File: src/rtl/empty_ptr_alloc_ctrl.sv
// Sole master of the empty pointer storage: reset/fill at start-up, then round-robin alloc/free for CLIENTS_CNT engines.
// Latency: alloc_gnt/free_ack one cycle after the winning request; the storage pop strobe is combinational in the request cycle.
// Backpressure: level requests wait until granted; empty storage still grants with alloc_ptr_val=0; a free into full storage is acked with free_overflow.
module empty_ptr_alloc_ctrl #(
    parameter int A_WIDTH      = 3,
    parameter int CLIENTS_CNT  = 2,
    parameter int INIT_PTR_CNT = 2**A_WIDTH
) (
    input  logic                           clk,
    input  logic                           srst,
    output logic                           init_done,
    input  logic [CLIENTS_CNT-1:0]         alloc_req,
    output logic [CLIENTS_CNT-1:0]         alloc_gnt,
    output logic [A_WIDTH-1:0]             alloc_ptr,
    output logic                           alloc_ptr_val,
    input  logic [CLIENTS_CNT-1:0]         free_req,
    input  logic [CLIENTS_CNT*A_WIDTH-1:0] free_ptr,
    output logic [CLIENTS_CNT-1:0]         free_ack,
    output logic [A_WIDTH:0]               free_cnt,
    output logic                           free_overflow,
    output logic                           eps_srst,
    output logic [A_WIDTH-1:0]             eps_add_empty_ptr,
    output logic                           eps_add_empty_ptr_en,
    output logic                           eps_next_empty_ptr_rd_ack,
    input  logic [A_WIDTH-1:0]             eps_next_empty_ptr,
    input  logic                           eps_next_empty_ptr_val
);

    localparam int CW = (CLIENTS_CNT > 1) ? $clog2(CLIENTS_CNT) : 1;

    localparam logic [1:0] ST_RST  = 2'd0;
    localparam logic [1:0] ST_INIT = 2'd1;
    localparam logic [1:0] ST_RUN  = 2'd2;

    localparam logic [A_WIDTH:0] INIT_LAST = (A_WIDTH+1)'(INIT_PTR_CNT - 1);
    localparam logic [A_WIDTH:0] FULL_CNT  = (A_WIDTH+1)'(INIT_PTR_CNT);

    logic [1:0]         state;
    logic [A_WIDTH:0]   init_cnt;
    logic [CW-1:0]      a_prio;
    logic [CW-1:0]      f_prio;

    logic               run;
    logic               a_vld;
    logic [CW-1:0]      a_win;
    logic               f_vld;
    logic [CW-1:0]      f_win;
    logic               a_fire;
    logic               pop;
    logic               f_fire;
    logic               f_ovf;
    logic               f_push;
    logic [A_WIDTH-1:0] f_ptr;

    // Winner is the eligible client at the smallest circular distance from prio.
    function automatic logic [CW:0] rr_pick(input logic [CLIENTS_CNT-1:0] elig,
                                            input logic [CW-1:0]          prio);
        logic          found;
        logic [CW-1:0] win;
        int            d;
        int            best;
        found = 1'b0;
        win   = '0;
        best  = 0;
        for (int i = 0; i < CLIENTS_CNT; i++) begin
            if (elig[i]) begin
                d = (i >= int'(prio)) ? (i - int'(prio)) : (i + CLIENTS_CNT - int'(prio));
                if (!found || d < best) begin
                    found = 1'b1;
                    best  = d;
                    win   = CW'(i);
                end
            end
        end
        return {found, win};
    endfunction

    function automatic logic [CW-1:0] rr_next(input logic [CW-1:0] w);
        if (int'(w) >= CLIENTS_CNT - 1)
            return '0;
        return w + 1'b1;
    endfunction

    // Clients whose gnt/ack is visible this cycle are masked while their request drops.
    always_comb begin
        run            = init_done && !srst;
        {a_vld, a_win} = rr_pick(alloc_req & ~alloc_gnt, a_prio);
        {f_vld, f_win} = rr_pick(free_req & ~free_ack, f_prio);
        a_fire         = run && a_vld;
        pop            = a_fire && eps_next_empty_ptr_val;
        f_fire         = run && f_vld;
        f_ovf          = f_fire && (free_cnt == FULL_CNT) && !pop;
        f_push         = f_fire && !f_ovf;
        f_ptr          = '0;
        for (int i = 0; i < CLIENTS_CNT; i++) begin
            if (int'(f_win) == i)
                f_ptr = free_ptr[i*A_WIDTH +: A_WIDTH];
        end
    end

    assign eps_next_empty_ptr_rd_ack = pop;

    always_ff @(posedge clk) begin
        if (srst) begin
            state                <= ST_RST;
            init_cnt             <= '0;
            a_prio               <= '0;
            f_prio               <= '0;
            init_done            <= 1'b0;
            alloc_gnt            <= '0;
            alloc_ptr            <= '0;
            alloc_ptr_val        <= 1'b0;
            free_ack             <= '0;
            free_cnt             <= '0;
            free_overflow        <= 1'b0;
            eps_srst             <= 1'b0;
            eps_add_empty_ptr    <= '0;
            eps_add_empty_ptr_en <= 1'b0;
        end else begin
            alloc_gnt            <= a_fire ? (CLIENTS_CNT'(1) << a_win) : '0;
            alloc_ptr            <= pop ? eps_next_empty_ptr : '0;
            alloc_ptr_val        <= pop;
            free_ack             <= f_fire ? (CLIENTS_CNT'(1) << f_win) : '0;
            free_overflow        <= f_ovf;
            eps_srst             <= 1'b0;
            eps_add_empty_ptr_en <= f_push;
            eps_add_empty_ptr    <= f_push ? f_ptr : '0;
            if (a_fire)
                a_prio <= rr_next(a_win);
            if (f_fire)
                f_prio <= rr_next(f_win);
            // Count tracks committed pushes, so back-to-back frees see an accurate fill level.
            case ({f_push, pop})
                2'b10:   free_cnt <= free_cnt + 1'b1;
                2'b01:   free_cnt <= free_cnt - 1'b1;
                default: ;
            endcase

            case (state)
                ST_RST: begin
                    eps_srst <= 1'b1;
                    state    <= ST_INIT;
                end
                ST_INIT: begin
                    eps_add_empty_ptr_en <= 1'b1;
                    eps_add_empty_ptr    <= init_cnt[A_WIDTH-1:0];
                    free_cnt             <= free_cnt + 1'b1;
                    init_cnt             <= init_cnt + 1'b1;
                    if (init_cnt == INIT_LAST)
                        state <= ST_RUN;
                end
                ST_RUN: begin
                    init_done <= 1'b1;
                end
                default: begin
                    state <= ST_RST;
                end
            endcase
        end
    end

endmodule

File: config.mk
export PLATFORM = sky130hd
export DESIGN_NAME = empty_ptr_alloc_ctrl
export DESIGN_NICKNAME = d
export VERILOG_FILES = /design/src/rtl/empty_ptr_alloc_ctrl.sv
export SDC_FILE = /design/constraint.sdc
export NUM_CORES = 1
export LEC_CHECK = 0
export CAP_MARGIN = 20
export CORE_UTILIZATION = 25
export DETAILED_ROUTE_END_ITERATION = 7
export GPL_TIMING_DRIVEN = 0
export PLACE_DENSITY_LB_ADDON = 0.1
export SETUP_SLACK_MARGIN = 0.2
export SLEW_MARGIN = 20
export SYNTH_ARGS = -nofsm -noshare
export SYNTH_HDL_FRONTEND = slang
export SYNTH_SLANG_ARGS = --single-unit
File: constraint.sdc
create_clock -name clk -period 2.7 [get_ports clk]
set_clock_uncertainty 0.05 [all_clocks]
set_input_delay 0.54 -clock clk [delete_from_list [all_inputs] [get_ports clk]]
set_output_delay 0.54 -clock clk [all_outputs]
set_load 0.02 [all_outputs]
==> flow_metrics.tcl, run 1 <==
set metrics [dict create \
    critical_path_required_ps 2810 \
    path_max_fanout 5 \
    floorplan.die.height_um 70.6 \
    worstSkewPairLatency_ps 260 \
    routedWlPerCell_um 12.5 \
    io_pins 36 \
    yosys_warnings 0 \
    power.density_cell_area_nw_per_um2 438 \
    grt_antenna_before_repair 0 \
    cts_tree "yes" \
    final-max-slew-violation-count 0 \
    violations "design-rule violations" \
    grt_start_max_net_pins 16 \
    worstHoldPathType "reg2reg" \
    ctsRootBufferMaster "clkbuf_8" \
    holdBufCountCts 0 \
    status "finished, violations left" \
    grt_setup_unrepaired "no" \
    cpMaxStageDelayCell "clkdlybuf4s50_1" \
    regToRegStartpoint "free_cnt[0]" \
    path_class "in2reg" \
    grt_use_total_pct 11.9 \
    nets 191 \
    initial_utilization_pct 26.5 \
    power.ir.vdd_worst_mv 0.162 \
    grt_remaining_overflow 0 \
    synth_cell_type_count 36 \
    final_min_period_over_clock_period_pct 87.9 \
    filler_cell_count 470 \
    combPwrFrac_pct 12.2 \
    die_area_um2 4990 \
    inserted_clock_buffers 3 \
    r2r-end "free_cnt[2]" \
    power_report.internal_total_uw 556 \
    clockPowerShare_pct 30.6 \
    layout.cells.most_common "clkdlybuf4s50_1" \
    cts_num_sinks 27 \
    finalWorstSetupSlack_ps 325 \
    worst_setup_hold_path_clk_slew_ps 90 \
    sequentialPowerShare_pct 57.2 \
    synth_cells 129 \
    hold_path_startpoint "a_prio" \
    timing.critical_path.to_type "flip-flop" \
    tightest_slew_ps 455 \
    clock.fmax_mhz 421 \
    number_of_h_tree_levels 1 \
    r2r_cells 7 \
    synth_sequential_area_ratio_pct 45.9 \
    mostFrequentLayoutCells "33 x clkdlybuf4s50_1, 27 x dfxtp_1, 11 x nor2_1" \
    p_sw_uw 170 \
    synthToLayoutAreaGrowth_pct 40.8 \
    timing.hold.ws_ps 423 \
    postSynthAreaPerCell_um2 9.13 \
    worstHoldEndpoint "alloc_gnt[0]" \
    drt_pass1_iterations 6 \
    ant_nets_after_route 0 \
    report.final.hold_viol_count 0 \
    cts_max_path_buffers 2 \
    drt_first_iter_violations 51 \
    synth.cell_area_um2 1180 \
    critical_path.max_stage_delay_ps 460 \
    cp_cell_sequence "clkdlybuf4s50_1, nand2b_1, a211o_4, buf_4, mux2_4, a22oi_2, mux2_1" \
    maxSlewHeadroom_pct 69.6 \
    via_count_of_the_first_global_routing_pass 1017 \
    detail_route.drc_violations 4 \
    synth-seq-cells 27 \
    final.min_clock_period_ps 2370 \
    layout.core_utilization_pct 37.3 \
    critical_path_arrival_ps 2480 \
    place_hpwl_um 2110 \
    hold_depth 1 \
    setup_viol 0 \
    critPathLaunchType "input pin" \
    setup_slack_on_the_worst_flop_to_flop_path_ps 630 \
    vias 1023 \
    numPortBuffers 35 \
    post-place-ws_ps -249 \
    drv.max_cap_violation_count 0 \
    switching_share_pct 23.4 \
    number_of_nets_in_the_synthesized_netlist 148 \
    antennaDiodeCount 0 \
    routed_wirelength_um 2800 \
    core.rowCount 24 \
    chipWidth_um 70.6 \
    drive_above_1_share_pct 8.19 \
    finalWeightedCongestion 0.751 \
    grt_pass1_wl_um 4710 \
    avg_vias_per_cell 4.59 \
    core_region_area_um2 4440 \
    power.static_leakage_nw 0.644 \
]
==> cells in the mapped netlist <==
library cell / count / area (µm²)
and2_1: 4 / 25.0
inv_2: 1 / 3.75
a311oi_1: 1 / 8.76
a211oi_1: 1 / 7.51
o21ai_0: 2 / 10.0
o21ai_1: 2 / 10.0
nor2b_1: 9 / 56.3
nor2_1: 11 / 41.3
nand3_1: 5 / 25.0
mux2_4: 1 / 15.0
dfxtp_1: 27 / 541
nand2b_1: 5 / 31.3
nand2_1: 7 / 26.3
mux2i_1: 4 / 40.0
nand3b_1: 1 / 7.51
o211ai_1: 1 / 7.51
a21boi_0: 1 / 7.51
a211o_4: 1 / 17.5
nor3_1: 6 / 30.0
ha_1: 3 / 37.5
inv_1: 5 / 18.8
xnor2_1: 1 / 8.76
o22ai_1: 2 / 12.5
buf_1: 1 / 3.75
nand2b_4: 1 / 13.8
mux2_1: 2 / 22.5
a22oi_1: 1 / 7.51
o21a_1: 1 / 7.51
xor2_1: 2 / 17.5
a31o_2: 1 / 8.76
a31oi_1: 1 / 6.26
clkbuf_1: 2 / 7.51
or3_1: 4 / 25.0
a21oi_1: 10 / 50.1
a22oi_2: 1 / 12.5
nand4_1: 1 / 6.26
==> worst max-delay path by stage <==
stage                       from                         to  slack (ps)  cells past startpoint
global route        alloc_req[0]  eps_next_empty_ptr_rd_ack         290                      5
floorplan                   srst                free_cnt[2]         690                      5
finish              alloc_req[0]                free_cnt[2]         330                      7
CTS                 alloc_req[1]  eps_next_empty_ptr_rd_ack         210                      5
global placement            srst  eps_next_empty_ptr_rd_ack        -280                      5
detailed placement          srst  eps_next_empty_ptr_rd_ack        -250                      5
==> cell families after synthesis <==
| kind of cell | after synthesis | synth area share (%) |
|---|---|---|
| simple gates | 54 | 24.4 |
| flops | 27 | 45.9 |
| compound gates | 26 | 14.8 |
| buf+inv | 9 | 2.87 |
| mux | 7 | 6.59 |
| xor+xnor | 3 | 2.23 |
| fa+ha+maj | 3 | 3.19 |
==> flip-flops by register name, indices dropped and copies added (netlist names) <==
| name | count |
|---|---|
| free_ack | 2 |
| eps_add_empty_ptr_en | 1 |
| state | 2 |
| alloc_ptr_val | 1 |
| free_cnt | 4 |
| alloc_ptr | 3 |
| init_cnt | 4 |
| a_prio | 1 |
| eps_srst | 1 |
| f_prio | 1 |
| eps_add_empty_ptr | 3 |
| alloc_gnt | 2 |
| init_done | 1 |
| free_overflow | 1 |
==> metrics by stage <==
step / area, µm² / instances / total power [mW] / setup TNS, ps
2_1_floorplan: 1180 / 129 / 0.470 / 0
3_3_place_gp: 1590 / 216 / 0.513 / -281
3_5_place_dp: 1590 / 216 / 0.514 / -249
4_1_cts: 1640 / 220 / 0.743 / 0
5_1_grt: 1660 / 223 / 0.774 / 0
6_report: 1660 / 223 / 0.727 / 0
==> worst max-delay path, delay by kind of cell <==
family          cells  cell delay [ps]
mux                 2              640
compound gates      2              590
buf+inv             2              610
simple gates        1              110
==> power by group through the flow <==
| stage | registers [mW] | clock network [mW] | logic (mW) |
|---|---|---|---|
| 6_report | 0.416 | 0.222 | 0.0883 |
| 3_3_place_gp | 0.425 | 0 | 0.0883 |
| 3_5_place_dp | 0.425 | 0 | 0.0892 |
| 4_1_cts | 0.416 | 0.238 | 0.0892 |
| 5_1_grt | 0.418 | 0.258 | 0.0983 |
| 2_1_floorplan | 0.430 | 0 | 0.0397 |
==> area by class of cell <==
class | count | area (µm²) | area share [%]
inverters | 6 | 25.0 | 1.51
repair buffers | 38 | 367 | 22.1
plain buffers | 3 | 11.3 | 0.679
clock buffers | 3 | 41.3 | 2.49
clock inverters | 1 | 5.00 | 0.302
well taps | 52 | 65.1 | 3.92
flip-flops and latches | 27 | 541 | 32.6
multi-input cells | 93 | 603 | 36.4
==> what timing repair did <==
item	CTS	global route
buffers inserted	0	3
gates resized for setup	5	1
endpoints found under the setup margin	1	1
pin swaps	0	1
==> per-layer routing <==
metal  vias to the layer above  track usage, %  wire length (µm)  share of wire [%]
li1                        534               -                 -                  -
met1                       465            16.1              1370                 49
met2                        22            18.9              1270                 45
met3                         2            2.71               136                4.9
met4                         0            4.00                24               0.86
met5                         -               0                 0                  0
Power figures use the tool's default switching activity.
==> inputs of run 2 (changes only) <==
Settings changed: REMOVE_ABC_BUFFERS set to 1.
==> run 2 against run 1 <==
The flow still finishes with violations (design-rule violations). Clock power up 6%. Power grew 1.4%. Via count shrank 3.1%. Global-route usage shrank 1.1 points. Non-clock buffer count is 6 lower. Combinational power shrank 3.3%. First-iteration DRC count shrank 2.0%. Flip-flop and latch count unchanged. Cell area fell by 2.4%. Final cell count fell by 2.7%. Die area stayed put. Highest routed layer unchanged.
==> flow_metrics.tcl, run 2 (synthesis gave the netlist of run 1 again) <==
set metrics [dict create \
    status "finished, violations left" \
    violations "design-rule violations" \
    core.rowCount 24 \
    grt_use_total_pct 10.8 \
    worstHoldEndpoint "alloc_gnt[0]" \
    routedWlPerCell_um 12.1 \
    holdBufCountCts 0 \
    via_count_of_the_first_global_routing_pass 945 \
    number_of_h_tree_levels 1 \
    r2r-end "free_cnt[3]" \
    timing.hold.ws_ps 419 \
    stdcell_count 217 \
    final.min_clock_period_ps 2430 \
    io_pins 36 \
    path_max_fanout 8 \
    place_hpwl_um 1890 \
    tightest_slew_ps 952 \
    critical_path_arrival_ps 1840 \
    core_region_area_um2 4440 \
    regToRegStartpoint "state[0]" \
    reg.largest.list "free_cnt (4), init_cnt (4)" \
    initial_utilization_pct 26.5 \
    setup_slack_on_the_worst_flop_to_flop_path_ps 570 \
    timing.critical_path.to_type "output pin" \
    avg_vias_per_cell 4.57 \
    ant_nets_after_route 0 \
    critical_path_required_ps 2110 \
    setup_viol 0 \
    mostFrequentLayoutCells "33 x clkdlybuf4s50_1, 27 x dfxtp_1, 11 x nor2_1" \
    drive_above_1_share_pct 7.27 \
    grt_remaining_overflow 0 \
    chipWidth_um 70.6 \
    numPortBuffers 35 \
    grt_use_met2_pct 16.4 \
    maxSlewHeadroom_pct 36.4 \
    post_cts_resized 9 \
    cts_max_path_buffers 2 \
    drt_first_iter_violations 50 \
    power.ir.vdd_worst_mv 0.155 \
    finalWeightedCongestion 0.728 \
    clock.fmax_mhz 412 \
    layout.cells.most_common "clkdlybuf4s50_1" \
    use_met1_pct 15.0 \
    grt_start_max_net_pins 23 \
    report.final.hold_viol_count 0 \
    die_area_um2 4990 \
    grt_pass1_wl_um 4260 \
    cts_num_sinks 27 \
    grt_setup_unrepaired "no" \
    grt.met3_usage_pct 1.99 \
    grt_antenna_before_repair 0 \
    ctsRootBufferMaster "clkbuf_8" \
    power.density_cell_area_nw_per_um2 455 \
    grt-busiest-layer "met2" \
    r2r_cells 5 \
    cts_tree "yes" \
    worstSkewPairLatency_ps 280 \
    placedCellCount 213 \
    nets 185 \
    power.static_leakage_nw 0.627 \
    filler_cell_count 474 \
    synthToLayoutAreaGrowth_pct 37.4 \
    hold_path_startpoint "a_prio" \
    path_class "in2out" \
    routed_wirelength_um 2630 \
    floorplan.die.height_um 70.6 \
    cts_setup_buffers 0 \
    final_min_period_over_clock_period_pct 89.8 \
    vias 991 \
    critPathLaunchType "input pin" \
    drt_pass1_iterations 6 \
    drv.max_cap_violation_count 0 \
    inserted_clock_buffers 3 \
    worst_setup_hold_path_clk_slew_ps 90 \
    antennaDiodeCount 0 \
    worstHoldPathType "reg2reg" \
    final-max-slew-violation-count 0 \
    hold_depth 1 \
    detail_route.drc_violations 4 \
]
## run 2: worst max path at each step
stage            startpoint                   endpoint  slack [ps]
6_report       alloc_req[1]  eps_next_empty_ptr_rd_ack         270
5_1_grt        alloc_req[1]  eps_next_empty_ptr_rd_ack         220
4_1_cts        alloc_req[0]  eps_next_empty_ptr_rd_ack         270
3_5_place_dp           srst  eps_next_empty_ptr_rd_ack        -740
3_3_place_gp           srst  eps_next_empty_ptr_rd_ack        -730
2_1_floorplan          srst                free_cnt[2]         690
## run 2: stage by stage
stage | power, mW | setup TNS [ps] | worst slack (ps) | util, % | cell area (µm²)
2_1_floorplan | 0.466 | 0 | 690 | - | 1170
3_3_place_gp | 0.511 | -1770 | -730 | 35.6 | 1580
3_5_place_dp | 0.511 | -1900 | -744 | 35.6 | 1580
4_1_cts | 0.747 | 0 | 269 | 36.4 | 1620
5_1_grt | 0.774 | 0 | 217 | 36.4 | 1620
6_report | 0.737 | 0 | 275 | 36.4 | 1620
## run 2: layout make-up
cell class	instances	area (µm²)	area share, %
Clock buffer	3	41.3	2.55
Sequential cell	27	541	33.4
Timing Repair Buffer	35	340	21.0
Tap cell	52	65.1	4.02
Inverter	6	22.5	1.39
Multi-Input combinational cell	93	603	37.3
Clock inverter	1	5.00	0.309
## run 2: routing by layer
| layer | up-vias | share of wire [%] |
|---|---|---|
| met2 | 27 | 40 |
| met4 | 0 | 1.4 |
| met1 | 445 | 53 |
| met3 | 4 | 5.1 |
| met5 | - | 0 |
| li1 | 515 | - |
## run 2: critical path: stages
cell             delay, ps
clkdlybuf4s50_1        480
nand2b_1               100
a211o_4                400
inv_2                  130
buf_2                  180
## run 2: where the power goes
group | switching [mW] | internal (mW) | leakage, nW | total (mW)
Clock | 0.132 | 0.104 | 0.0255 | 0.235
Combinational | 0.0403 | 0.0450 | 0.382 | 0.0854
Sequential | 0.00879 | 0.407 | 0.219 | 0.416
Total | 0.181 | 0.556 | 0.627 | 0.737
